<file path="config.mk">
export PLATFORM = sky130hd
export DESIGN_NAME = nco_sweep_ctrl
export DESIGN_NICKNAME = d
export VERILOG_FILES = /design/src/rtl/nco_sweep_ctrl.sv
export SDC_FILE = /design/constraint.sdc
export NUM_CORES = 1
export LEC_CHECK = 0
export BUFFER_PORTS_ARGS = -buffer_cell sky130_fd_sc_hd__buf_2
export CELL_PAD_IN_SITES_DETAIL_PLACEMENT = 1
export CELL_PAD_IN_SITES_GLOBAL_PLACEMENT = 2
export CORE_MARGIN = 2
export CORE_UTILIZATION = 38
export DETAILED_ROUTE_END_ITERATION = 8
export GPL_ROUTABILITY_DRIVEN = 1
export GPL_TIMING_DRIVEN = 0
export PLACE_DENSITY_LB_ADDON = 0.3
export REMOVE_ABC_BUFFERS = 1
export SLEW_MARGIN = 25
export SYNTH_ARGS = -nofsm -noshare
export SYNTH_HDL_FRONTEND = slang
export SYNTH_SLANG_ARGS = --single-unit
</file>
<file path="constraint.sdc">
create_clock -name clk -period 4.95 [get_ports clk]
set_input_delay 0.99 -clock clk [delete_from_list [all_inputs] [get_ports clk]]
set_output_delay 0.99 -clock clk [all_outputs]
set_load 0.01 [all_outputs]
</file>
<file path="src/rtl/nco_sweep_ctrl.sv">
// Linear step-and-dwell frequency sweep scheduler driving the NCO freq_word/enable.
// Optional NCO_SWEEP_CNT_EN adds sweep_cnt, counting expired endpoint dwells.
module nco_sweep_ctrl #(
  parameter int PHASE_BITS = 20,
  parameter int DWELL_BITS = 16
) (
  input  logic                  clk,
  input  logic                  rst_n,
  input  logic                  cfg_valid,
  output logic                  cfg_ready,
  input  logic [PHASE_BITS-1:0] cfg_start_fw,
  input  logic [PHASE_BITS-1:0] cfg_stop_fw,
  input  logic [PHASE_BITS-1:0] cfg_step_fw,
  input  logic [DWELL_BITS-1:0] cfg_dwell,
  input  logic                  cfg_mode,
  input  logic                  abort,
  output logic                  nco_enable,
  output logic [PHASE_BITS-1:0] freq_word,
  output logic                  sweep_active,
`ifdef NCO_SWEEP_CNT_EN
  output logic [15:0]           sweep_cnt,
`endif
  output logic                  sweep_done
);

  typedef enum logic {IDLE, DWELL} state_t;

  state_t                state_q, state_d;
  logic [PHASE_BITS-1:0] freq_q, freq_d;
  logic [PHASE_BITS-1:0] start_q, start_d;
  logic [PHASE_BITS-1:0] stop_q, stop_d;
  logic [PHASE_BITS-1:0] step_q, step_d;
  logic [DWELL_BITS-1:0] dwell_q, dwell_d;
  logic [DWELL_BITS-1:0] dwell_cnt_q, dwell_cnt_d;
  logic                  mode_q, mode_d;
  logic                  up_q, up_d;
  logic                  to_stop_q, to_stop_d;
  logic                  en_q, en_d;
  logic                  done_q, done_d;
  logic                  active_q, active_d;
  logic                  ready_q, ready_d;
  logic [PHASE_BITS-1:0] target;
  logic [PHASE_BITS-1:0] turn_target;
`ifdef NCO_SWEEP_CNT_EN
  logic [15:0]           sweep_cnt_q, sweep_cnt_d;
`endif

  // One step toward tgt in PHASE_BITS+1 bits; reaching or passing tgt (including
  // carry/borrow out of the word) saturates to tgt, so the word never wraps.
  function automatic logic [PHASE_BITS-1:0] step_toward(
    input logic [PHASE_BITS-1:0] cur,
    input logic [PHASE_BITS-1:0] stp,
    input logic [PHASE_BITS-1:0] tgt,
    input logic                  go_up
  );
    logic [PHASE_BITS:0] ext;
    logic [PHASE_BITS-1:0] res;
    if (go_up) begin
      ext = {1'b0, cur} + {1'b0, stp};
      res = (ext >= {1'b0, tgt}) ? tgt : ext[PHASE_BITS-1:0];
    end else begin
      ext = {1'b0, cur} - {1'b0, stp};
      res = (ext[PHASE_BITS] || (ext <= {1'b0, tgt})) ? tgt : ext[PHASE_BITS-1:0];
    end
    return res;
  endfunction

  assign target      = to_stop_q ? stop_q : start_q;
  assign turn_target = to_stop_q ? start_q : stop_q;

  always_comb begin
    state_d     = state_q;
    freq_d      = freq_q;
    start_d     = start_q;
    stop_d      = stop_q;
    step_d      = step_q;
    dwell_d     = dwell_q;
    dwell_cnt_d = dwell_cnt_q;
    mode_d      = mode_q;
    up_d        = up_q;
    to_stop_d   = to_stop_q;
    en_d        = en_q;
    done_d      = 1'b0;
`ifdef NCO_SWEEP_CNT_EN
    sweep_cnt_d = sweep_cnt_q;
`endif
    case (state_q)
      IDLE: begin
        if (!abort && cfg_valid) begin
          start_d     = cfg_start_fw;
          stop_d      = cfg_stop_fw;
          step_d      = (cfg_step_fw == '0) ? PHASE_BITS'(1) : cfg_step_fw;
          dwell_d     = cfg_dwell;
          mode_d      = cfg_mode;
          up_d        = (cfg_stop_fw >= cfg_start_fw);
          to_stop_d   = 1'b1;
          freq_d      = cfg_start_fw;
          dwell_cnt_d = cfg_dwell;
          en_d        = 1'b1;
          state_d     = DWELL;
`ifdef NCO_SWEEP_CNT_EN
          sweep_cnt_d = '0;
`endif
        end
      end
      DWELL: begin
        if (abort) begin
          state_d = IDLE;
          en_d    = 1'b0;
        end else if (dwell_cnt_q != '0) begin
          dwell_cnt_d = dwell_cnt_q - 1'b1;
        end else if (freq_q != target) begin
          freq_d      = step_toward(freq_q, step_q, target, up_q);
          dwell_cnt_d = dwell_q;
        end else begin
`ifdef NCO_SWEEP_CNT_EN
          if (sweep_cnt_q != 16'hFFFF) sweep_cnt_d = sweep_cnt_q + 16'd1;
`endif
          if (!mode_q) begin
            state_d = IDLE;
            en_d    = 1'b0;
            done_d  = 1'b1;
          end else begin
            // Turnaround steps immediately so the endpoint is held only one dwell.
            up_d        = ~up_q;
            to_stop_d   = ~to_stop_q;
            freq_d      = step_toward(freq_q, step_q, turn_target, ~up_q);
            dwell_cnt_d = dwell_q;
          end
        end
      end
      default: begin
        state_d = IDLE;
        en_d    = 1'b0;
      end
    endcase
    active_d = (state_d == DWELL);
    ready_d  = (state_d == IDLE);
  end

  always_ff @(posedge clk or negedge rst_n) begin
    if (!rst_n) begin
      state_q     <= IDLE;
      freq_q      <= '0;
      start_q     <= '0;
      stop_q      <= '0;
      step_q      <= '0;
      dwell_q     <= '0;
      dwell_cnt_q <= '0;
      mode_q      <= 1'b0;
      up_q        <= 1'b1;
      to_stop_q   <= 1'b1;
      en_q        <= 1'b0;
      done_q      <= 1'b0;
      active_q    <= 1'b0;
      ready_q     <= 1'b1;
`ifdef NCO_SWEEP_CNT_EN
      sweep_cnt_q <= '0;
`endif
    end else begin
      state_q     <= state_d;
      freq_q      <= freq_d;
      start_q     <= start_d;
      stop_q      <= stop_d;
      step_q      <= step_d;
      dwell_q     <= dwell_d;
      dwell_cnt_q <= dwell_cnt_d;
      mode_q      <= mode_d;
      up_q        <= up_d;
      to_stop_q   <= to_stop_d;
      en_q        <= en_d;
      done_q      <= done_d;
      active_q    <= active_d;
      ready_q     <= ready_d;
`ifdef NCO_SWEEP_CNT_EN
      sweep_cnt_q <= sweep_cnt_d;
`endif
    end
  end

  assign cfg_ready    = ready_q;
  assign nco_enable   = en_q;
  assign freq_word    = freq_q;
  assign sweep_active = active_q;
  assign sweep_done   = done_q;
`ifdef NCO_SWEEP_CNT_EN
  assign sweep_cnt    = sweep_cnt_q;
`endif

endmodule
</file>
# [After elaboration in Yosys (flattened, before gate mapping)]
# Index checks and enable logic that the tools add are counted.
[totals] elab_cells=96 romBits=0 mem_count=0 register_bits=119 mem_bits_rw=0 out_inout_bits=24 latch_bits=0
[op_classes] magnitude_cmp=5 mux=49 bitwise_logic=4 n_addsub=3 multipliers=0 n_shift=0 reduce_logical=11 div=0 n_eq_ne=11
[ops] cell="2-to-1 mux 20 bit" n=14
[ops] cell="2-to-1 mux 16 bit" n=5
[ops] cell="greater-or-equal comparator 21 x 20 -> 1 bit" n=2
[ops] cell="<= comparator 21 x 20 -> 1 bit" n=2
[ops] cell="one-hot mux 20 bit (2 select lines)" n=1
[ops] cell="one-hot mux 16 bit (2 select lines)" n=1
[ops] cell="2-to-1 mux 1 bit" n=24
[ops] cell="adder 20 x 20 -> 21 bit" n=1
[ops] cell="subtractor 20 x 20 -> 21 bit" n=1
[ops] cell="greater-or-equal comparator 20 bit" n=1
[ops] cell="zero test 20 bit" n=1
[ops] cell="inequality test 20 bit" n=1
[ops] cell="nonzero test 16 bit" n=1
[ops] cell="subtractor 16 x 1 -> 16 bit, second input constant" n=1
[ops] cell="inequality test 2 bit, second input constant" n=5
[ops] cell="inequality test 3 bit, second input constant" n=3
[ops] cell="one-hot mux 1 bit (2 select lines)" n=4
[ops] cell="AND reduction 4 bit" n=2
[ops] cell="AND reduction 5 bit" n=1
[ops] cell="inequality test 4 x 2 -> 1 bit, second input constant" n=1
[ops] cell="inverter 1 bit" n=4
[ops] cell="inequality test 3 x 2 -> 1 bit, second input constant" n=1
[ops] cell="AND reduction 3 bit" n=1
[ops] cell="logical OR 1 bit" n=2
[ops] cell="3 further kinds" n=3

# [Logic depth before layout (Yosys ltp)]
# Gate-level depths: netlist (run 1).
[logic_depth] depth_word=10 mapped_depth=23 ltp_nobuf=21

# [Least setup slack after synthesis (run 1)]
# Ideal clock, no wire load.
[synth_path] path_type="flip-flop to flip-flop" start="reg freq_q[0] (netlist: freq_word[0])" end="reg freq_q[10] (netlist: freq_word[10])" required_time_ps=4808 path_stages_with_launch=21 setup_time_ps=142 slack_ps=303 arrival_time_ps=4505 path_cell_list="dfrtp_1 > inv_1 > ha_1 > inv_1 > fa_1 > a21oi_1 > a2bb2oi_1 > a211o_1 > nand2b_1 > a21oi_1 > xor2_1 > inv_1 > ha_1 > nand4_1 > or4_1 > a21oi_1 > o31ai_1 > nor2_4 > mux2_2 > a222oi_1 > a41oi_1"
[synth_between] elab_chain_len=10
[synth_lines] item="start: declaration" line_no="29" rtl="logic [PHASE_BITS-1:0] freq_q, freq_d;"
[synth_lines] item="start signal: assignment" line_no="162" rtl="freq_q <= freq_d;"
[synth_lines] item="subtractor 20 x 20 -> 21 bit" line_no="62" rtl="ext = {1'b0, cur} - {1'b0, stp};"
[synth_lines] item="<= comparator 21 x 20 -> 1 bit" line_no="63" rtl="res = (ext[PHASE_BITS] || (ext <= {1'b0, tgt})) ? tgt : ext[PHASE_BITS-1:0];"
[synth_lines] item="logical OR 1 bit" line_no="63"
[synth_lines] item="2-to-1 mux 20 bit" line_no="63"
[synth_lines] item="2-to-1 mux 20 bit" line_no="58" rtl="if (go_up) begin"
[synth_lines] item="2-to-1 mux 20 bit" line_no="119" rtl="if (!mode_q) begin"
[synth_lines] item="2-to-1 mux 20 bit" line_no="112" rtl="end else if (freq_q != target) begin"
[synth_lines] item="2-to-1 mux 20 bit" line_no="110" rtl="end else if (dwell_cnt_q != '0) begin"
[synth_lines] item="2-to-1 mux 20 bit" line_no="107" rtl="if (abort) begin"
[synth_lines] item="one-hot mux 20 bit (2 select lines)" line_no="87" rtl="case (state_q)"
# Parallel ways exist; a longest one is shown, timed or not. The select of a mux whose other input is x is not followed.
# A chain may end at the register's enable or synchronous reset.

# [Worst setup path in the final report (run 1)]
[layout_path] start="reg freq_q[0] (netlist: freq_word[0])" end="reg freq_q[19] (netlist: freq_word[19])"
# The elaborated chain is that of the path after synthesis.

==> results.sh, run 1 <==
export IMPL_place_area_sq_um=12700
export IMPL_hp_class="register to register"
export IMPL_postRouteAntennaNets=0
export IMPL_synth_most_common_cell="ha_1"
export IMPL_postSynthAreaPerCell_sq_um=8.762
export IMPL_netlist_area_sq_um=11730
export IMPL_syn_to_final_growth_pct=21.54
export IMPL_synth_edf_count=0
export IMPL_finalInstanceArea_sq_um=14260
export IMPL_reg2reg_slack_ns=0.05
export IMPL_place_hpwl_mm=32.63
export IMPL_gr_total_overflow=0
export IMPL_rr_startpoint="freq_word[0]"
export IMPL_clock_latency_ns=0.45
export IMPL_synth_largest_area_cell="dfrtp_1"
export IMPL_final_period_utilization_pct=99.00
export IMPL_arrival_ns=5.23
export IMPL_viasPerCell=5.932
export IMPL_setup_violations=0
export IMPL_grt_max_degree=66
export IMPL_ys_seq_area_share_pct=25.41
export IMPL_synth_area_leaders="dfrtp_1 25%, ha_1 15%, mux2_2 6.6%"
export IMPL_timing_rr_end="freq_word[19]"
export IMPL_async_flop_share_pct=100.0
export IMPL_pre_cts_slack_ns=-1.139
export IMPL_max_cap_violations=0
export IMPL_grt_pass1_vias=11700
export IMPL_core_area_sq_um=30510
export IMPL_cts_root_buf="clkbuf_16"
export IMPL_die_h_um=179.7
export IMPL_path_class="register to register"
export IMPL_drive_gt1_share_pct=27.26
export IMPL_hold_buffers=0
export IMPL_clock_path_buffers=2
export IMPL_max_freq_mhz=204.1
export IMPL_final_nets=1692
export IMPL_drcViolationCount=0
export IMPL_cts_tree="done"
export IMPL_wl_per_cell_um=23.74
export IMPL_worstSetupEndpointType="register"
export IMPL_holdPathEnd="nco_enable"
export IMPL_status="complete, no violations"
export IMPL_firstDrtPassIters=5
export IMPL_ys_top_cells_by_count="140 x ha_1, 116 x dfrtp_1, 110 x nand2_1, 98 x inv_1, 97 x a21oi_1"
export IMPL_antenna_found_initial=4
export IMPL_yosysWarnings=0
export IMPL_synth_top_cell_area_share_pct=24.74
export IMPL_timing_hold_violations_final=0
export IMPL_clkSinkCount=119
export IMPL_start_kind="register"
export IMPL_maxSlewHeadroom_pct=35.16
export IMPL_io_pins=105
export IMPL_setup_slack_ns=0.04931
export IMPL_dieArea_sq_um=32300
export IMPL_wirelength_mm=44.60
export IMPL_numCtsBuffers=17
export IMPL_crit_fanout=14
export IMPL_required_ns=5.28
export IMPL_rows=64
export IMPL_drv_slew=0
export IMPL_track_usage_pct=26.95
export IMPL_synthFlopType="dfrtp_1"
export IMPL_place_gp_congestion=0.8838
export IMPL_finClkSkew_ns=0.01533
export IMPL_syn_inst=1339
export IMPL_rr_worst_depth=20
export IMPL_num_vias=11150
export IMPL_drt_initial_drc_count=809
export IMPL_start_util_pct=38.46
export IMPL_clk_pin_slew_ns=0.07
export IMPL_stdcell_count=1879
export IMPL_min_from="nco_enable"
export IMPL_die_w_um=179.7
export IMPL_hold_path_depth=1
export IMPL_ys_types=94
export IMPL_worst_slew_pin_slew_ns=0.9666
export IMPL_ys_ff_latch=119
export IMPL_dp_cells=1789
export IMPL_period_minus_slack_ns=4.901
export IMPL_h_tree_depth=4
export IMPL_grt_pass1_wl_mm=68.23
export IMPL_io_buffer_count=104
==> metal layers <==
layer	global-route usage [%]	vias to the layer above	wire length [um]
met3	3.667	64	1883
li1	-	5159	-
met5	0	-	21
met4	7.512	4	875
met2	45.18	293	21490
met1	36.33	5626	20330
==> how the worst max path moves through the flow <==
stage | endpoint | depth (start not counted) | from
2_1_floorplan | dwell_cnt_q[14] | 7 | sweep_active
3_3_place_gp | step_q[9] | 5 | sweep_active
3_5_place_dp | freq_word[9] | 16 | freq_word[3]
4_1_cts | freq_word[7] | 16 | freq_word[0]
5_1_grt | freq_word[0] | 18 | freq_word[3]
6_report | freq_word[19] | 20 | freq_word[0]
==> flip-flops by register name, summed over array words and instances (netlist names), 16 cells and up <==
register and flops:
dwell_q 16, step_q 20, freq_word 20, stop_q 20, dwell_cnt_q 16, start_q 20
==> final cells by class <==
type / count / area (sq um)
clock buffer: 18 / 439.2
tap: 396 / 495.5
timing repair buffer: 172 / 1265
clock inverter: 14 / 125.1
sequential: 119 / 2994
inverter: 101 / 379.1
antenna: 1 / 2.502
fill: 3544 / 16250
multi-input combinational: 1058 / 8559
==> through the flow <==
| step | util (%) | hold WS, ns | setup TNS (ns) |
|---|---|---|---|
| 6_report | 46.74 | 0.4946 | 0 |
| 4_1_cts | 44.90 | 0.5016 | 0 |
| 3_3_place_gp | 40.63 | 0.4584 | -449.94 |
| 2_1_floorplan | - | 0.4808 | -61.11 |
| 5_1_grt | 46.74 | 0.5158 | -0.7403 |
| 3_5_place_dp | 41.62 | 0.4848 | -19.84 |
==> kinds of logic (layout without fill, tap and decap cells) <==
group	count (synthesis)	count (layout)	synth area share, %
compound gates	370	370	20.76
xor+xnor	63	63	4.703
fa+ha+maj	142	142	15.27
buf+inv	164	305	6.249
flops	119	119	25.41
mux	135	135	12.57
other cells	0	1	0
simple gates	346	348	15.03
==> worst max-delay path, stage by stage (launching register included) <==
cell       delay, ns
dfrtp_2         0.44
inv_2           0.07
ha_2            0.17
inv_1           0.06
fa_2            0.40
a21oi_4         0.24
a2bb2oi_4       0.27
a211o_4         0.21
o21ai_0         0.11
xnor2_1         0.18
buf_4           0.16
inv_1           0.06
ha_1            0.30
nand4_1         0.21
or4_4           0.59
a21oi_4         0.20
o31a_1          0.29
nand2_4         0.19
o211a_1         0.27
o31ai_1         0.25
o21ai_1         0.10
==> timing repair <==
| action | 4_1_cts | 5_1_grt |
|---|---|---|
| endpoints found under the setup margin | 20 | 20 |
| cloned | 2 | 2 |
| pin swaps | 13 | 42 |
| setup buffers | 26 | 27 |
| gates resized for setup | 47 | 72 |
==> placed cells by master, fill, tap and decap left out, types with 10 or more instances in the layout <==
cell,netlist,layout
nor2_1,76,71
ha_1,140,124
o211ai_1,33,33
xnor2_1,53,50
o21ai_1,6,15
buf_4,5,50
mux2_2,69,68
mux2i_1,56,56
inv_1,98,94
o21ai_0,87,72
nand2b_1,14,14
dfrtp_1,116,109
mux2i_2,10,10
nand2_1,110,108
nor4_1,13,11
a21o_1,19,19
a21oi_1,97,91
nor2b_1,16,13
a31oi_1,18,18
nor3_1,29,26
clkbuf_16,0,19
buf_2,21,103
nand3_1,20,20
nand4_1,14,14
Power of run 1 is not shown: default switching activity piles up to over one toggle a cycle in this logic, so the estimate is an artifact.
==> run 2: changes to the inputs <==
Settings changed: CORE_MARGIN 2 to not set.
==> run 2 against run 1 <==
  * Worst setup slack improved by 0.013 ns
  * Die area shrank 2.2%
  * First-iteration DRC count decreased by 2.5%
  * Clock skew shrank 0.0016 ns
  * Non-clock buffer count rose by 10
  * Core utilization up 0.93 points
  * Critical path depth decreased by 1
  * Worst hold slack worse by 0.057 ns
  * Clock-buffer cell count grew 4
  * Highest routed layer unchanged
==> results.sh, run 2 (same netlist as run 1, synthesis figures left out) <==
export IMPL_track_usage_pct=28.21
export IMPL_die_h_um=177.7
export IMPL_drt_initial_drc_count=789
export IMPL_multi_input_area_sq_um=8598
export IMPL_numCtsBuffers=17
export IMPL_arrival_ns=5.26
export IMPL_start_kind="register"
export IMPL_num_vias=11160
export IMPL_regArea_sq_um=2993
export IMPL_io_pins=105
export IMPL_syn_to_final_growth_pct=22.02
export IMPL_gr_usage_met3_pct=3.963
export IMPL_core_area_sq_um=30030
export IMPL_maxSlewHeadroom_pct=36.02
export IMPL_cts_root_buf="clkbuf_16"
export IMPL_crit_fanout=8
export IMPL_dieArea_sq_um=31580
export IMPL_clkSinkCount=119
export IMPL_finalInstanceArea_sq_um=14320
export IMPL_path_class="register to register"
export IMPL_rows=63
export IMPL_viasPerCell=5.930
export IMPL_grt_pass1_vias=11580
export IMPL_max_freq_mhz=204.6
export IMPL_start_util_pct=39.07
export IMPL_drv_slew=0
export IMPL_layout_commonest_cell="ha_1"
export IMPL_place_hpwl_mm=32.25
export IMPL_h_tree_depth=4
export IMPL_period_minus_slack_ns=4.887
export IMPL_grt_pass1_wl_mm=66.89
export IMPL_finClkSkew_ns=0.01372
export IMPL_antenna_found_initial=2
export IMPL_io_buffer_count=104
export IMPL_hold_buffers=0
export IMPL_busiest_layer="met2"
export IMPL_grt_max_degree=75
export IMPL_die_w_um=177.7
export IMPL_drcViolationCount=0
export IMPL_status="complete, no violations"
export IMPL_setup_violations=0
export IMPL_timing_hold_violations_final=0
export IMPL_max_cap_violations=0
export IMPL_final_nets=1702
export IMPL_use_met1_pct=37.64
export IMPL_worst_slew_pin_slew_ns=0.9538
export IMPL_cts_tree="done"
export IMPL_clock_path_buffers=2
export IMPL_clock_latency_ns=0.45
export IMPL_worstSetupEndpointType="register"
export IMPL_grt_use_met2_pct=45.91
export IMPL_place_area_sq_um=12670
export IMPL_required_ns=5.32
export IMPL_firstDrtPassIters=7
export IMPL_mostFrequentLayoutCells="121 x ha_1, 110 x dfrtp_1, 108 x nand2_1"
export IMPL_drive_gt1_share_pct=27.68
export IMPL_place_gp_congestion=0.8870
export IMPL_hp_class="primary input to asynchronous set/reset pin"
export IMPL_final_period_utilization_pct=98.74
export IMPL_fillers=3513
export IMPL_clk_pin_slew_ns=0.07
export IMPL_postRouteAntennaNets=0
export IMPL_wirelength_mm=43.84
export IMPL_gr_total_overflow=0
export IMPL_diodes=0
export IMPL_wl_per_cell_um=23.30
run 2: changes by cell type in the layout (fill, tap and decap cells not counted), moves of 3 or more:
cell       before  now
buf_4          50   63
inv_6           9    0
o21ai_0        72   76
o21ai_1        15   11
a2111oi_2       4    1
clkbuf_1        0    3
clkinv_4        1    4
ha_1          124  121
run 2: path summary, 6_finish.rpt:
check | startpoint | end | slack (ns) | cells past startpoint
hold reg to reg | nco_enable | nco_enable | 0.48 | 1
max in group asynchronous | rst_n | up_q | 3.73 | 2
setup / recovery | freq_word[3] | freq_word[2] | 0.06 | 19
setup reg to reg | freq_word[3] | freq_word[2] | 0.06 | 19
hold / removal | rst_n | step_q[7] | 0.44 | 1
min in group clk | nco_enable | nco_enable | 0.48 | 1
run 2: per-layer routing:
layer / vias to the layer above / wire, um / part of all wire, %
li1: 5192 / - / -
met1: 5589 / 20170 / 46
met2: 295 / 20330 / 46
met3: 81 / 1917 / 4.4
met4: 4 / 1413 / 3.2
met5: - / 16 / 0.036
run 2: area by class of cell:
cell class                      count  area share, %
Sequential cell                   119          20.91
Tap cell                          390          3.409
Clock buffer                       22          3.242
Timing Repair Buffer              182          8.880
Clock inverter                     10         0.8565
Inverter                          101          2.648
Multi-Input combinational cell   1058          60.06
run 2: metrics by stage:
step / setup TNS [ns] / worst slack (ns) / instances / hold slack, ns / util [%]
3_5_place_dp: -25.54 / -1.526 / 1783 / 0.4603 / 42.20
3_3_place_gp: -434.80 / -5.004 / 1770 / 0.4629 / 41.24
5_1_grt: -0.1221 / -0.04177 / 1882 / 0.4629 / 47.67
4_1_cts: 0 / 0.006756 / 1848 / 0.4504 / 45.74
2_1_floorplan: -61.11 / -1.200 / 1276 / 0.4808 / -
6_report: 0 / 0.06257 / 1882 / 0.4378 / 47.67
run 2: worst max-delay path: stages (launching register included):
cell      delay [ns]
dfrtp_2         0.46
ha_4            0.29
or2_2           0.33
a211oi_4        0.38
o21ai_2         0.13
and2_1          0.19
o21ai_0         0.22
xor2_1          0.30
inv_1           0.11
ha_1            0.22
or4_1           0.54
nor2_1          0.13
o31ai_1         0.13
a211o_2         0.39
or2_4           0.26
buf_4           0.14
buf_4           0.12
nand2_1         0.08
a31oi_1         0.13
a31oi_1         0.23
run 2: timing repair:
item,4_1_cts,5_1_grt
gates resized for setup,53,71
setup buffers,31,34
endpoints found under the hold margin,0,0
pin swaps,14,43
setup endpoints to repair,20,20
gates cloned,2,0
Power of run 2 is left out for the same reason.
==> run 3: changes to the inputs <==
Settings changed: RECOVER_POWER set to 50.
==> run 3 against run 2 <==
  * Critical endpoint unchanged
  * The flow now finishes with violations (max-capacitance violations, max-slew violations)
  * Largest cell class unchanged
  * Non-clock buffer count stayed put
  * Flip-flop and latch count did not move
  * First-iteration DRC count did not move
  * Die area did not move
  * Sequential share of layout area is essentially flat
  * Clock-buffer cell count is the same
  * Maximum frequency unchanged
  * Via count hardly changed
  * Critical path depth unchanged
  * Worst hold slack improved by 0.042 ns
==> results.sh, run 3 (same netlist as run 1, synthesis figures left out) <==
export IMPL_cts_root_buf="clkbuf_16"
export IMPL_clk_pin_slew_ns=0.07
export IMPL_start_kind="register"
export IMPL_viasPerCell=5.929
export IMPL_grt_pass1_vias=11580
export IMPL_drv_slew=46
export IMPL_wl_per_cell_um=23.30
export IMPL_crit_family="compound AO/OA/AOI/OAI gates"
export IMPL_finClkSkew_ns=0.01372
export IMPL_io_pins=105
export IMPL_worst_slew_pin_slew_ns=2.822
export IMPL_diodes=0
export IMPL_cts_tree="done"
export IMPL_setup_violations=0
export IMPL_clock_path_buffers=2
export IMPL_rows=63
export IMPL_max_freq_mhz=204.6
export IMPL_clkSinkCount=119
export IMPL_dieArea_sq_um=31580
export IMPL_place_hpwl_mm=32.25
export IMPL_dp_cells=1783
export IMPL_die_h_um=177.7
export IMPL_final_nets=1702
export IMPL_drcViolationCount=0
export IMPL_numCtsBuffers=17
export IMPL_period_minus_slack_ns=4.887
export IMPL_path_class="register to register"
export IMPL_core_area_sq_um=30030
export IMPL_place_area_sq_um=12670
export IMPL_h_tree_depth=4
export IMPL_arrival_ns=5.26
export IMPL_stdcell_count=1882
export IMPL_postRouteAntennaNets=0
export IMPL_clock_latency_ns=0.45
export IMPL_finalInstanceArea_sq_um=14300
export IMPL_max_cap_violations=1
export IMPL_num_vias=11160
export IMPL_track_usage_pct=28.21
export IMPL_grt_pass1_wl_mm=66.89
export IMPL_drive_gt1_share_pct=27.21
export IMPL_critPathSlowestCell="or4_1"
export IMPL_die_w_um=177.7
export IMPL_cp_buffers_inverters=3
export IMPL_place_gp_congestion=0.8870
export IMPL_holdWs_ns=0.4798
export IMPL_wirelength_mm=43.85
export IMPL_antenna_found_initial=2
export IMPL_violations="max-capacitance violations, max-slew violations"
export IMPL_grt_max_degree=75
export IMPL_hp_class="register to register"
export IMPL_timing_hold_violations_final=0
export IMPL_crit_fanout=8
export IMPL_layout_commonest_cell="ha_1"
export IMPL_path_cells="ha_4, or2_2, a211oi_4, o21ai_2, and2_1, o21ai_0, xor2_1, inv_1, ha_1, or4_1, nor2_1, o31ai_1, a211o_2, or2_4, buf_4, buf_4, nand2_1, a31oi_1, a31oi_1"
export IMPL_final_period_utilization_pct=98.74
export IMPL_required_ns=5.32
export IMPL_start_util_pct=39.07
export IMPL_fillers=3514
export IMPL_firstDrtPassIters=7
export IMPL_mostFrequentLayoutCells="121 x ha_1, 110 x dfrtp_1, 108 x nand2_1"
export IMPL_worstSetupEndpointType="register"
export IMPL_gr_total_overflow=0
export IMPL_io_buffer_count=104
export IMPL_crit_path_max_incr_delay_ns=0.54
export IMPL_status="finished with violations"
export IMPL_maxSlewHeadroom_pct=-88.12
export IMPL_syn_to_final_growth_pct=21.86
export IMPL_drt_initial_drc_count=789
## run 3: cell count changes in the layout (fill, tap and decap cells not counted), sizes merged
cell	delta
clkbuf	+7
buf	-7
## run 3: per-layer routing
metal  global-route usage [%]  share of wire, %
met3                    3.963               4.4
met5                        0             0.036
met1                    37.64                46
met2                    45.91                46
met4                    10.79               3.2
## run 3: layout make-up
class,count,area (sq um),area share [%]
Tap cell,390,488.0,3.413
Inverter,101,379.1,2.652
Timing Repair Buffer,182,1252,8.760
Sequential cell,119,2993,20.93
Multi-Input combinational cell,1058,8598,60.14
Clock inverter,10,122.6,0.8576
Clock buffer,22,464.2,3.247
## run 3: metrics by stage
stage                     utilization, %  setup slack, ns  TNS (ns)
after global routing               47.61         -0.04177   -0.1221
after global placement             41.24           -5.004   -434.80
final                              47.61          0.06257         0
after floorplan                        -           -1.200    -61.11
after CTS                          45.74         0.006756         0
after detailed placement           42.20           -1.526    -25.54
## run 3: timing repair
| item | 4_1_cts | 5_1_grt |
|---|---|---|
| setup buffers | 31 | 34 |
| gates cloned | 2 | 0 |
| setup endpoints to repair | 20 | 20 |
| pin swaps | 14 | 43 |
| resized for setup | 53 | 71 |
| hold buffers | 0 | 0 |
## run 3: path summary, 6_finish.rpt
check	startpoint	end	slack [ns]	cells past startpoint
min reg2reg	nco_enable	nco_enable	0.48	1
min	nco_enable	nco_enable	0.48	1
min in group asynchronous	rst_n	step_q[7]	1.45	1
max	freq_word[3]	freq_word[2]	0.06	19
max in group asynchronous	rst_n	freq_word[1]	1.66	1
max reg2reg	freq_word[3]	freq_word[2]	0.06	19
Power of run 3 is left out for the same reason.
